===== config.mk =====
export PLATFORM = sky130hd
export DESIGN_NAME = lcd_hd44780_framebuf_ctrl
export DESIGN_NICKNAME = d
export VERILOG_FILES = /design/src/rtl/lcd_hd44780_framebuf_ctrl.sv
export SDC_FILE = /design/constraint.sdc
export NUM_CORES = 1
export LEC_CHECK = 0
export ABC_AREA = 1
export CAP_MARGIN = 5
export CORE_UTILIZATION = 60
export DETAILED_ROUTE_END_ITERATION = 7
export PLACE_DENSITY = 0.77
export SYNTH_ARGS = -nofsm -noshare
export SYNTH_HDL_FRONTEND = slang
export SYNTH_SLANG_ARGS = --single-unit

===== constraint.sdc =====
create_clock -name clk -period 11.3 [get_ports clk]
set_input_delay 1.695 -clock clk [delete_from_list [all_inputs] [get_ports clk]]
set_output_delay 1.695 -clock clk [all_outputs]
set_load 0.03 [all_outputs]

===== src/rtl/lcd_hd44780_framebuf_ctrl.sv =====
`timescale 1ns/1ps
`default_nettype none
// ============================================================================
// Module   : lcd_hd44780_framebuf_ctrl
// Purpose  : HD44780 character-LCD driver with an internal frame buffer.
//            The panel is initialised once and then refreshed continuously
//            from the buffer. E timing is generated as SETUP/PULSE/HOLD
//            phases counted in system clocks.
// Ports    : clk, reset (async, active high), ready_i (init start enable),
//            wr_en/wr_addr/wr_data (frame-buffer write port),
//            init_done, frame_done (1-cycle end-of-refresh pulse),
//            lcd_rs, lcd_rw (tied 0), lcd_en, lcd_data[7:0].
// Options  : define LCD_4BIT_EN for a 4-bit bus on lcd_data[7:4].
// Revision : 1.0 - initial release
// ============================================================================
module lcd_hd44780_framebuf_ctrl #(
  parameter int NUM_ROWS          = 2,
  parameter int NUM_COLS          = 16,
  parameter int POWERUP_CYCLES    = 2000000,
  parameter int SETUP_CYCLES      = 4,
  parameter int EN_HIGH_CYCLES    = 25,
  parameter int CMD_HOLD_CYCLES   = 2500,
  parameter int CLEAR_HOLD_CYCLES = 100000
) (
  input  logic                                 clk,
  input  logic                                 reset,
  input  logic                                 ready_i,
  input  logic                                 wr_en,
  input  logic [$clog2(NUM_ROWS*NUM_COLS)-1:0] wr_addr,
  input  logic [7:0]                           wr_data,
  output logic                                 init_done,
  output logic                                 frame_done,
  output logic                                 lcd_rs,
  output logic                                 lcd_rw,
  output logic                                 lcd_en,
  output logic [7:0]                           lcd_data
);

  function automatic int max_of(input int a, input int b);
    return (a > b) ? a : b;
  endfunction

  localparam int DEPTH   = NUM_ROWS * NUM_COLS;
  localparam int AW      = $clog2(DEPTH);
  localparam int ROW_W   = (NUM_ROWS > 1) ? $clog2(NUM_ROWS) : 1;
  localparam int COL_W   = $clog2(NUM_COLS);
  localparam int CNT_MAX = max_of(max_of(POWERUP_CYCLES, CLEAR_HOLD_CYCLES),
                                  max_of(CMD_HOLD_CYCLES, max_of(SETUP_CYCLES, EN_HIGH_CYCLES)));
  localparam int CNT_W   = $clog2(CNT_MAX + 1);
`ifdef LCD_4BIT_EN
  localparam int INIT_LEN = 8;
`else
  localparam int INIT_LEN = 4;
`endif
  localparam int IDX_W   = $clog2(INIT_LEN);

  typedef enum logic [2:0] {PWR_WAIT, WAIT_READY, INIT, SET_ROW, WR_CHARS} state_t;
  typedef enum logic [1:0] {PH_IDLE, PH_SETUP, PH_PULSE, PH_HOLD} phase_t;

  state_t             state, state_n;
  phase_t             phase;
  logic [CNT_W-1:0]   cnt, hold_len;
  logic [ROW_W-1:0]   row, row_n;
  logic [COL_W-1:0]   col, col_n;
  logic [IDX_W-1:0]   init_idx, idx_n;
  logic [7:0]         fb [DEPTH];
  logic               load, fd_n, id_set, hold_end, byte_done, clear_cmd;
  logic               item_rs, item_single;
  logic [7:0]         item_byte, row_base;
  logic [AW-1:0]      rd_idx;
`ifdef LCD_4BIT_EN
  logic [7:0]         byte_q;
  logic               lo_nib, single, first_half;
`endif

  assign lcd_rw = 1'b0;

  // Hold length depends on the byte in flight; between the two nibbles of a
  // 4-bit transfer the hold is only SETUP_CYCLES long.
  always_comb begin
`ifdef LCD_4BIT_EN
    clear_cmd  = !lcd_rs && (byte_q == 8'h01);
    first_half = !lo_nib && !single;
    hold_len   = first_half ? CNT_W'(SETUP_CYCLES)
               : (clear_cmd ? CNT_W'(CLEAR_HOLD_CYCLES) : CNT_W'(CMD_HOLD_CYCLES));
    hold_end   = (phase == PH_HOLD) && (cnt == hold_len - CNT_W'(1));
    byte_done  = hold_end && !first_half;
`else
    clear_cmd  = !lcd_rs && (lcd_data == 8'h01);
    hold_len   = clear_cmd ? CNT_W'(CLEAR_HOLD_CYCLES) : CNT_W'(CMD_HOLD_CYCLES);
    hold_end   = (phase == PH_HOLD) && (cnt == hold_len - CNT_W'(1));
    byte_done  = hold_end;
`endif
  end

  // Next-state logic. The next byte is chosen from the *next* state so that a
  // new SETUP starts on the cycle right after the previous hold ends.
  always_comb begin
    state_n     = state;
    row_n       = row;
    col_n       = col;
    idx_n       = init_idx;
    load        = 1'b0;
    fd_n        = 1'b0;
    id_set      = 1'b0;
    item_rs     = 1'b0;
    item_single = 1'b0;
    item_byte   = 8'h00;
    row_base    = 8'h00;
    rd_idx      = '0;
    case (state)
      PWR_WAIT:   if (cnt == CNT_W'(POWERUP_CYCLES - 1)) state_n = WAIT_READY;
      WAIT_READY: if (ready_i) begin
        state_n = INIT;
        idx_n   = '0;
        load    = 1'b1;
      end
      INIT: if (byte_done) begin
        load = 1'b1;
        if (init_idx == IDX_W'(INIT_LEN - 1)) begin
          state_n = SET_ROW;
          row_n   = '0;
          id_set  = 1'b1;
        end else begin
          idx_n = init_idx + IDX_W'(1);
        end
      end
      SET_ROW: if (byte_done) begin
        state_n = WR_CHARS;
        col_n   = '0;
        load    = 1'b1;
      end
      WR_CHARS: if (byte_done) begin
        load = 1'b1;
        if (col == COL_W'(NUM_COLS - 1)) begin
          state_n = SET_ROW;
          if (row == ROW_W'(NUM_ROWS - 1)) begin
            row_n = '0;
            fd_n  = 1'b1;
          end else begin
            row_n = row + ROW_W'(1);
          end
        end else begin
          col_n = col + COL_W'(1);
        end
      end
      default: state_n = PWR_WAIT;
    endcase

    case (2'(row_n))
      2'd0:    row_base = 8'h00;
      2'd1:    row_base = 8'h40;
      2'd2:    row_base = 8'(NUM_COLS);
      default: row_base = 8'(64 + NUM_COLS);
    endcase
    rd_idx = AW'(int'(row_n) * NUM_COLS + int'(col_n));

    case (state_n)
      INIT: begin
`ifdef LCD_4BIT_EN
        case (idx_n)
          3'd0, 3'd1, 3'd2: begin item_byte = 8'h30; item_single = 1'b1; end
          3'd3:             begin item_byte = 8'h20; item_single = 1'b1; end
          3'd4:             item_byte = 8'h28;
          3'd5:             item_byte = 8'h06;
          3'd6:             item_byte = 8'h0C;
          default:          item_byte = 8'h01;
        endcase
`else
        case (idx_n)
          2'd0:    item_byte = 8'h38;
          2'd1:    item_byte = 8'h06;
          2'd2:    item_byte = 8'h0C;
          default: item_byte = 8'h01;
        endcase
`endif
      end
      SET_ROW:  item_byte = 8'h80 | row_base;
      WR_CHARS: begin
        item_rs   = 1'b1;
        item_byte = fb[rd_idx];
      end
      default: item_byte = 8'h00;
    endcase
  end

  always_ff @(posedge clk or posedge reset) begin
    if (reset) begin
      state      <= PWR_WAIT;
      phase      <= PH_IDLE;
      cnt        <= '0;
      row        <= '0;
      col        <= '0;
      init_idx   <= '0;
      lcd_rs     <= 1'b0;
      lcd_en     <= 1'b0;
      lcd_data   <= 8'h00;
      init_done  <= 1'b0;
      frame_done <= 1'b0;
`ifdef LCD_4BIT_EN
      byte_q     <= 8'h00;
      lo_nib     <= 1'b0;
      single     <= 1'b0;
`endif
    end else begin
      state      <= state_n;
      row        <= row_n;
      col        <= col_n;
      init_idx   <= idx_n;
      frame_done <= fd_n;
      if (id_set) init_done <= 1'b1;
      if (load) begin
        phase  <= PH_SETUP;
        cnt    <= '0;
        lcd_en <= 1'b0;
        lcd_rs <= item_rs;
`ifdef LCD_4BIT_EN
        byte_q   <= item_byte;
        single   <= item_single;
        lo_nib   <= 1'b0;
        lcd_data <= {item_byte[7:4], 4'h0};
`else
        lcd_data <= item_byte;
`endif
      end else begin
        case (phase)
          PH_IDLE:  cnt <= (state == PWR_WAIT && state_n == PWR_WAIT) ? cnt + CNT_W'(1) : '0;
          PH_SETUP: if (cnt == CNT_W'(SETUP_CYCLES - 1)) begin
            phase  <= PH_PULSE;
            cnt    <= '0;
            lcd_en <= 1'b1;
          end else cnt <= cnt + CNT_W'(1);
          PH_PULSE: if (cnt == CNT_W'(EN_HIGH_CYCLES - 1)) begin
            phase  <= PH_HOLD;
            cnt    <= '0;
            lcd_en <= 1'b0;
          end else cnt <= cnt + CNT_W'(1);
          default: if (hold_end) begin
            cnt <= '0;
`ifdef LCD_4BIT_EN
            if (first_half) begin
              phase    <= PH_SETUP;
              lo_nib   <= 1'b1;
              lcd_data <= {byte_q[3:0], 4'h0};
            end else phase <= PH_IDLE;
`else
            phase <= PH_IDLE;
`endif
          end else cnt <= cnt + CNT_W'(1);
        endcase
      end
    end
  end

  // Frame buffer: resets to spaces; out-of-range addresses are dropped.
  always_ff @(posedge clk or posedge reset) begin
    if (reset) begin
      for (int i = 0; i < DEPTH; i++) fb[i] <= 8'h20;
    end else if (wr_en && (int'(wr_addr) < DEPTH)) begin
      fb[wr_addr] <= wr_data;
    end
  end

endmodule
`default_nettype wire

# After elaboration in Yosys (flattened, before gate mapping)
# Index checks and enable logic that the tools add are counted.
totals:
  register_bits: 301
  output_inout_bits: 13
  inputBits: 17
classes:
  mux: 58
  n_bitwise: 3
  n_lt_le_gt_ge: 3
  addsub: 6
  n_eq_ne: 22
  n_reduce_logical: 14
ops:
  columns: ["cell", "count"]
  rows:
  - ["$bwmux W256", 1]
  - ["$mux W21", 5]
  - ["$pmux W21 S3", 1]
  - ["$bmux W8 S5", 1]
  - ["$demux W8 S5", 1]
  - ["$mux W8", 3]
  - ["$pmux W8 S3", 1]
  - ["$add A21 B1 Y21 const B", 1]
  - ["$eq A21 B2 Y1 const B", 1]
  - ["$eq A21 B21 Y1", 1]
  - ["$eq A21 B21 Y1 const B", 1]
  - ["$eq A21 B5 Y1 const B", 1]
  - ["$mux W3", 7]
  - ["$mux W1", 18]
  - ["$pmux W6 S3", 1]
  - ["$sub A17 B1 Y18 const B", 1]
  - ["$mux W17", 1]
  - ["$pmux W3 S5", 1]
  - ["$mux W2", 7]
  - ["$pmux W7 S2", 1]
  - ["$eq A3 B2 Y1 const B", 4]
  - ["$ge A6 B6 Y1 const B", 2]
  - ["$mux W4", 3]
  - ["$not A5 Y6", 2]
  - ["27 further kinds", 40]

# Longest topological paths before layout
logic_depth:
  word_depth: 14
  mapped_depth: 21

# Worst setup path after synthesis
# Ideal clock, no wire load.
synth_path:
  kind: "input-to-reg"
  from: "input port wr_en"
  to: "register fb[10] (netlist bit)"
  arrival_ns: 3.195
  setup_time_ns: 0.131
  t_required_ns: 11.169
  path_stages: 6
  slack_ns: 7.973
  cell_sequence: "inv_1 nor3_1 inv_1 nor4_1 clkbuf_1 o21ai_0"
synth_rtl:
  columns: ["item", "line_no", "text"]
  rows:
  - ["from (decl)", "28", "input logic wr_en,"]
  - ["to (signal, indexed assignment)", "260", "fb[wr_addr] <= wr_data;"]
  - ["to (decl)", "66", "logic [7:0] fb [DEPTH];"]

# Final worst setup path
layout_path:
  from: "register cnt[0]"
  to: "register lcd_data[0]"
layout_between:
  elab_chain_len: 10
layout_rtl:
  columns: ["item", "line_no", "text"]
  rows:
  - ["from (decl)", "62", "logic [CNT_W-1:0] cnt, hold_len;"]
  - ["from (signal assigned)", "227", "PH_IDLE: cnt <= (state == PWR_WAIT && state_n == PWR_WAIT) ? cnt + CNT_W'(1) : '0;"]
  - ["from (signal assigned)", "232", "end else cnt <= cnt + CNT_W'(1);"]
  - ["from (signal assigned)", "237", "end else cnt <= cnt + CNT_W'(1);"]
  - ["$eq A21 B21 Y1", "91", "hold_end = (phase == PH_HOLD) && (cnt == hold_len - CNT_W'(1));"]
  - ["$logic_and A1 B1 Y1", "91", null]
  - ["$mux W4 (tied with other cells)", "133", "WR_CHARS: if (byte_done) begin"]
  - ["$pmux W4 S2 / $pmux W1 S2 (equally long branches)", "111", "case (state)"]
  - ["$add A5 B4 Y5", "156", "rd_idx = AW'(int'(row_n) * NUM_COLS + int'(col_n));"]
  - ["$not A5 Y6 (implied by the code)", "181", "item_byte = fb[rd_idx];"]
  - ["$bmux W8 S5", "181", null]
  - ["$mux W8 (implied by the code) (2 in a row)", "181", null]
  - ["$pmux W8 S3", "158", "case (state_n)"]
  - ["to (signal assigned)", "223", "lcd_data <= item_byte;"]
  - ["to (decl)", "36", "output logic [7:0] lcd_data"]
# Parallel ways exist; a longest one is shown, timed or not. The select of a mux whose other input is x is not followed.
# A chain may end at the register's enable or synchronous reset.

==> flow_summary.yaml <==
status:
  status: "complete, no violations"
setup_path:
  crit_path_max_fanout: 101
  worstSetupPathType: "reg2reg"
  cpMostUsedCell: "nand3_1"
  start_kind: "flip-flop"
  cp_slowest_stage_delay_ns: 0.86
  required_ns: 11.69
  cp_data_arrival_time_ns: 5.00
  critPathCaptureType: "flip-flop"
  path_cells: "ha_1, nand2_1, nor3_2, nand2_1, a21oi_2, nand4_4, nand2_4, buf_4, nand2_1, nand3_1, nand3_1, nand3_1, nand3_1, nand3_1, a21oi_2"
  critPathSlowestCell: "buf_4"
floorplan:
  std_cell_rows: 58
  initial_core_util: 0.610
  core_area_um2: 25100
  die_w_um: 162
  io_pins: 30
  die_y_um: 162
  die-area_um2: 26200
job:
  cap_violations: 0
global_route:
  gr-total-overflow: 0
  grt_pass1_wl_um: 67000
  track_usage: 0.327
  antenna_found_initial: 0
  grt_pass1_vias: 12400
  grt_start_max_net_pins: 173
cts:
  cts.sinks: 301
  cts_made_buffers: 34
  cts_tree: "done"
  holdBufCountCts: 0
  cts_root_buf: "clkbuf_16"
  cts_resized: 0
  path_clk_slew_ns: 0.06
  cts_setup_buffers: 0
  clk_path_buf_depth: 3
  clkLatencyLatePin_ns: 0.52
  h-tree-depth: 2
logic_synthesis:
  yosys_most_used_dff: "dfrtp_1"
  synth_edf_count: 0
  ys_seq_area_frac: 0.495
  synth_area_um2: 15300
  yosys-top-cells-area: "dfrtp_1 (44%), nand2_1 (14%), o21ai_0 (8.8%)"
  synthesis.nets: 2007
  synth_warnings: 0
  synth.most_common_cell: "nand2_1"
  yosysUniqueCellTypes: 50
  async_flop_share: 1.00
  synth_top_area_frac: 0.440
  yosys.area.top_type: "dfrtp_1"
  syn_inst: 1978
  synth.avg_cell_area_um2: 7.74
  ys_ff_latch: 301
  synth_common_cells: "nand2_1 (591), o21ai_0 (270), dfrtp_1 (269), inv_1 (245), nand3_1 (219)"
timing:
  relSlewSlack: 0.106
  final_max_slew_viol_count: 0
  post-route-min-period_ns: 4.61
  setup_viol: 0
  hold_viol: 0
  fmax_mhz: 217
  period_share: 0.408
  finalSetupTns_ns: 0
  fin_skew_ns: 0.0135
  rsz0062_at_grt: "false"
  worst_slew_pin_slew_ns: 1.34
power:
  p_total_w: 0.00286
  vdd_drop_max_mv: 0.168
  p_per_area_nw_per_um2: 171
  p_leak_nw: 7.97
layout:
  synthToLayoutAreaGrowth_pct: 9.23
  antenna_cells: 0
  drive_gt1_frac: 0.0756
  nFillCells: 2078
  nNetsFinal: 1975
detailed_routing:
  drc: 0
  ant_nets: 0
  vias_per_cell: 5.79
  routed_wl_um: 41700
  vias: 13300
  wl_per_cell_um: 18.1
  firstDrtPassIters: 6
  drt_iter0_drc: 1865
worst_hold_path:
  hold_class: "reg2reg"
placement:
  gp_congestion: 0.906
  hpwl_um: 25500
  port_buffers: 28
path summary, 6_finish.rpt:
check | cells past startpoint | to | startpoint | slack [ns]
min reg2reg | 1 | cnt[0] | cnt[0] | 0.46
max in group asynchronous | 3 | fb[195] | reset | 8.06
min | 1 | cnt[0] | cnt[0] | 0.46
max reg2reg | 15 | lcd_data[0] | cnt[0] | 6.69
max | 15 | lcd_data[0] | cnt[0] | 6.69
min in group asynchronous | 2 | fb[17] | reset | 1.74
cell type report:
class                           count  area [µm²]  area share
Timing Repair Buffer               37         360      0.0216
Sequential cell                   301        7570       0.453
Multi-Input combinational cell   1318        6270       0.375
Tap cell                          330         413      0.0247
Inverter                          254         961      0.0575
Clock inverter                     10         129     0.00771
Clock buffer                       51        1020      0.0609
flip-flops by register name, indices dropped and copies added, names as in the netlist:
| signal | cells |
|---|---|
| cnt | 21 |
| col | 4 |
| fb | 256 |
| frame_done | 1 |
| init_done | 1 |
| init_idx | 2 |
| lcd_data | 8 |
| lcd_en | 1 |
| lcd_rs | 1 |
| phase | 2 |
| row | 1 |
| state | 3 |
routing by layer:
layer | global-route usage | vias to the layer above | wire (µm)
met2 | 0.487 | 667 | 17900
li1 | - | 6244 | -
met5 | 0 | - | 0
met3 | 0.0753 | 102 | 4620
met4 | 0.106 | 0 | 1290
met1 | 0.475 | 6312 | 17800
layout by cell type, fill, tap and decap left out, types with 3 or more instances in the layout:
master           netlist  layout
nand2_1              591     591
o21ai_0              270     270
dfrtp_1              269     269
inv_1                245     244
nand3_1              219     219
nor2_1                70      70
clkbuf_16              0      37
dfstp_2               32      32
clkdlybuf4s50_1        0      28
o211ai_1              19      19
nor3_1                18      18
nand3b_1              18      18
nand4_1               13      13
or2_2                 13      13
ha_1                  12      12
a21oi_1               11      11
xor2_1                11      11
clkbuf_1              60      10
buf_4                 13       8
inv_2                  7       7
nand3_2                7       7
a21oi_2                6       6
clkinv_2               0       6
nand2_4                3       4
clkbuf_8               0       4
nand2_2                4       3
nor4_1                 4       3
xnor2_1                3       3
bufinv_16              0       3
through the flow:
| stage | area, µm² | hold slack (ns) | setup WS (ns) | instances | util |
|---|---|---|---|---|---|
| floorplan | 15300 | 0.432 | 1.34 | 1978 | - |
| global placement | 15600 | 0.444 | 6.83 | 2239 | 0.620 |
| detailed placement | 15600 | 0.458 | 6.68 | 2239 | 0.620 |
| CTS | 16700 | 0.466 | 6.81 | 2300 | 0.666 |
| global route | 16700 | 0.491 | 6.42 | 2301 | 0.666 |
| finish | 16700 | 0.462 | 6.69 | 2301 | 0.666 |
kinds of logic (layout without fill, tap and decap cells):
logic type | count (synthesis) | count (layout) | share of synthesized area
AOI/OAI and AO/OA | 320 | 320 | 0.114
xor gates and xnor gates | 14 | 14 | 0.00801
adders and majority gates | 12 | 12 | 0.00981
buffers and inverters | 359 | 352 | 0.0967
DFF | 301 | 301 | 0.495
other | 1 | 1 | 0.000245
and+or+nand+nor | 971 | 971 | 0.276
report_power, final:
| part | total (W) | switching, W | internal (W) |
|---|---|---|---|
| sequential | 0.00136 | 0.0000909 | 0.00127 |
| clock | 0.00113 | 0.000441 | 0.000693 |
| combinational | 0.000363 | 0.000222 | 0.000142 |
| total | 0.00286 | 0.000753 | 0.00211 |
worst max-delay path: cells and delay by family, from the launching register on:
| kind | cells | cell delay (ns) |
|---|---|---|
| and+or+nand+nor | 11 | 2.62 |
| buffers and inverters | 1 | 0.86 |
| DFF | 1 | 0.37 |
| AOI/OAI and AO/OA | 2 | 0.27 |
| adders and majority gates | 1 | 0.22 |
Note: power is estimated with default switching activity, not from simulation.
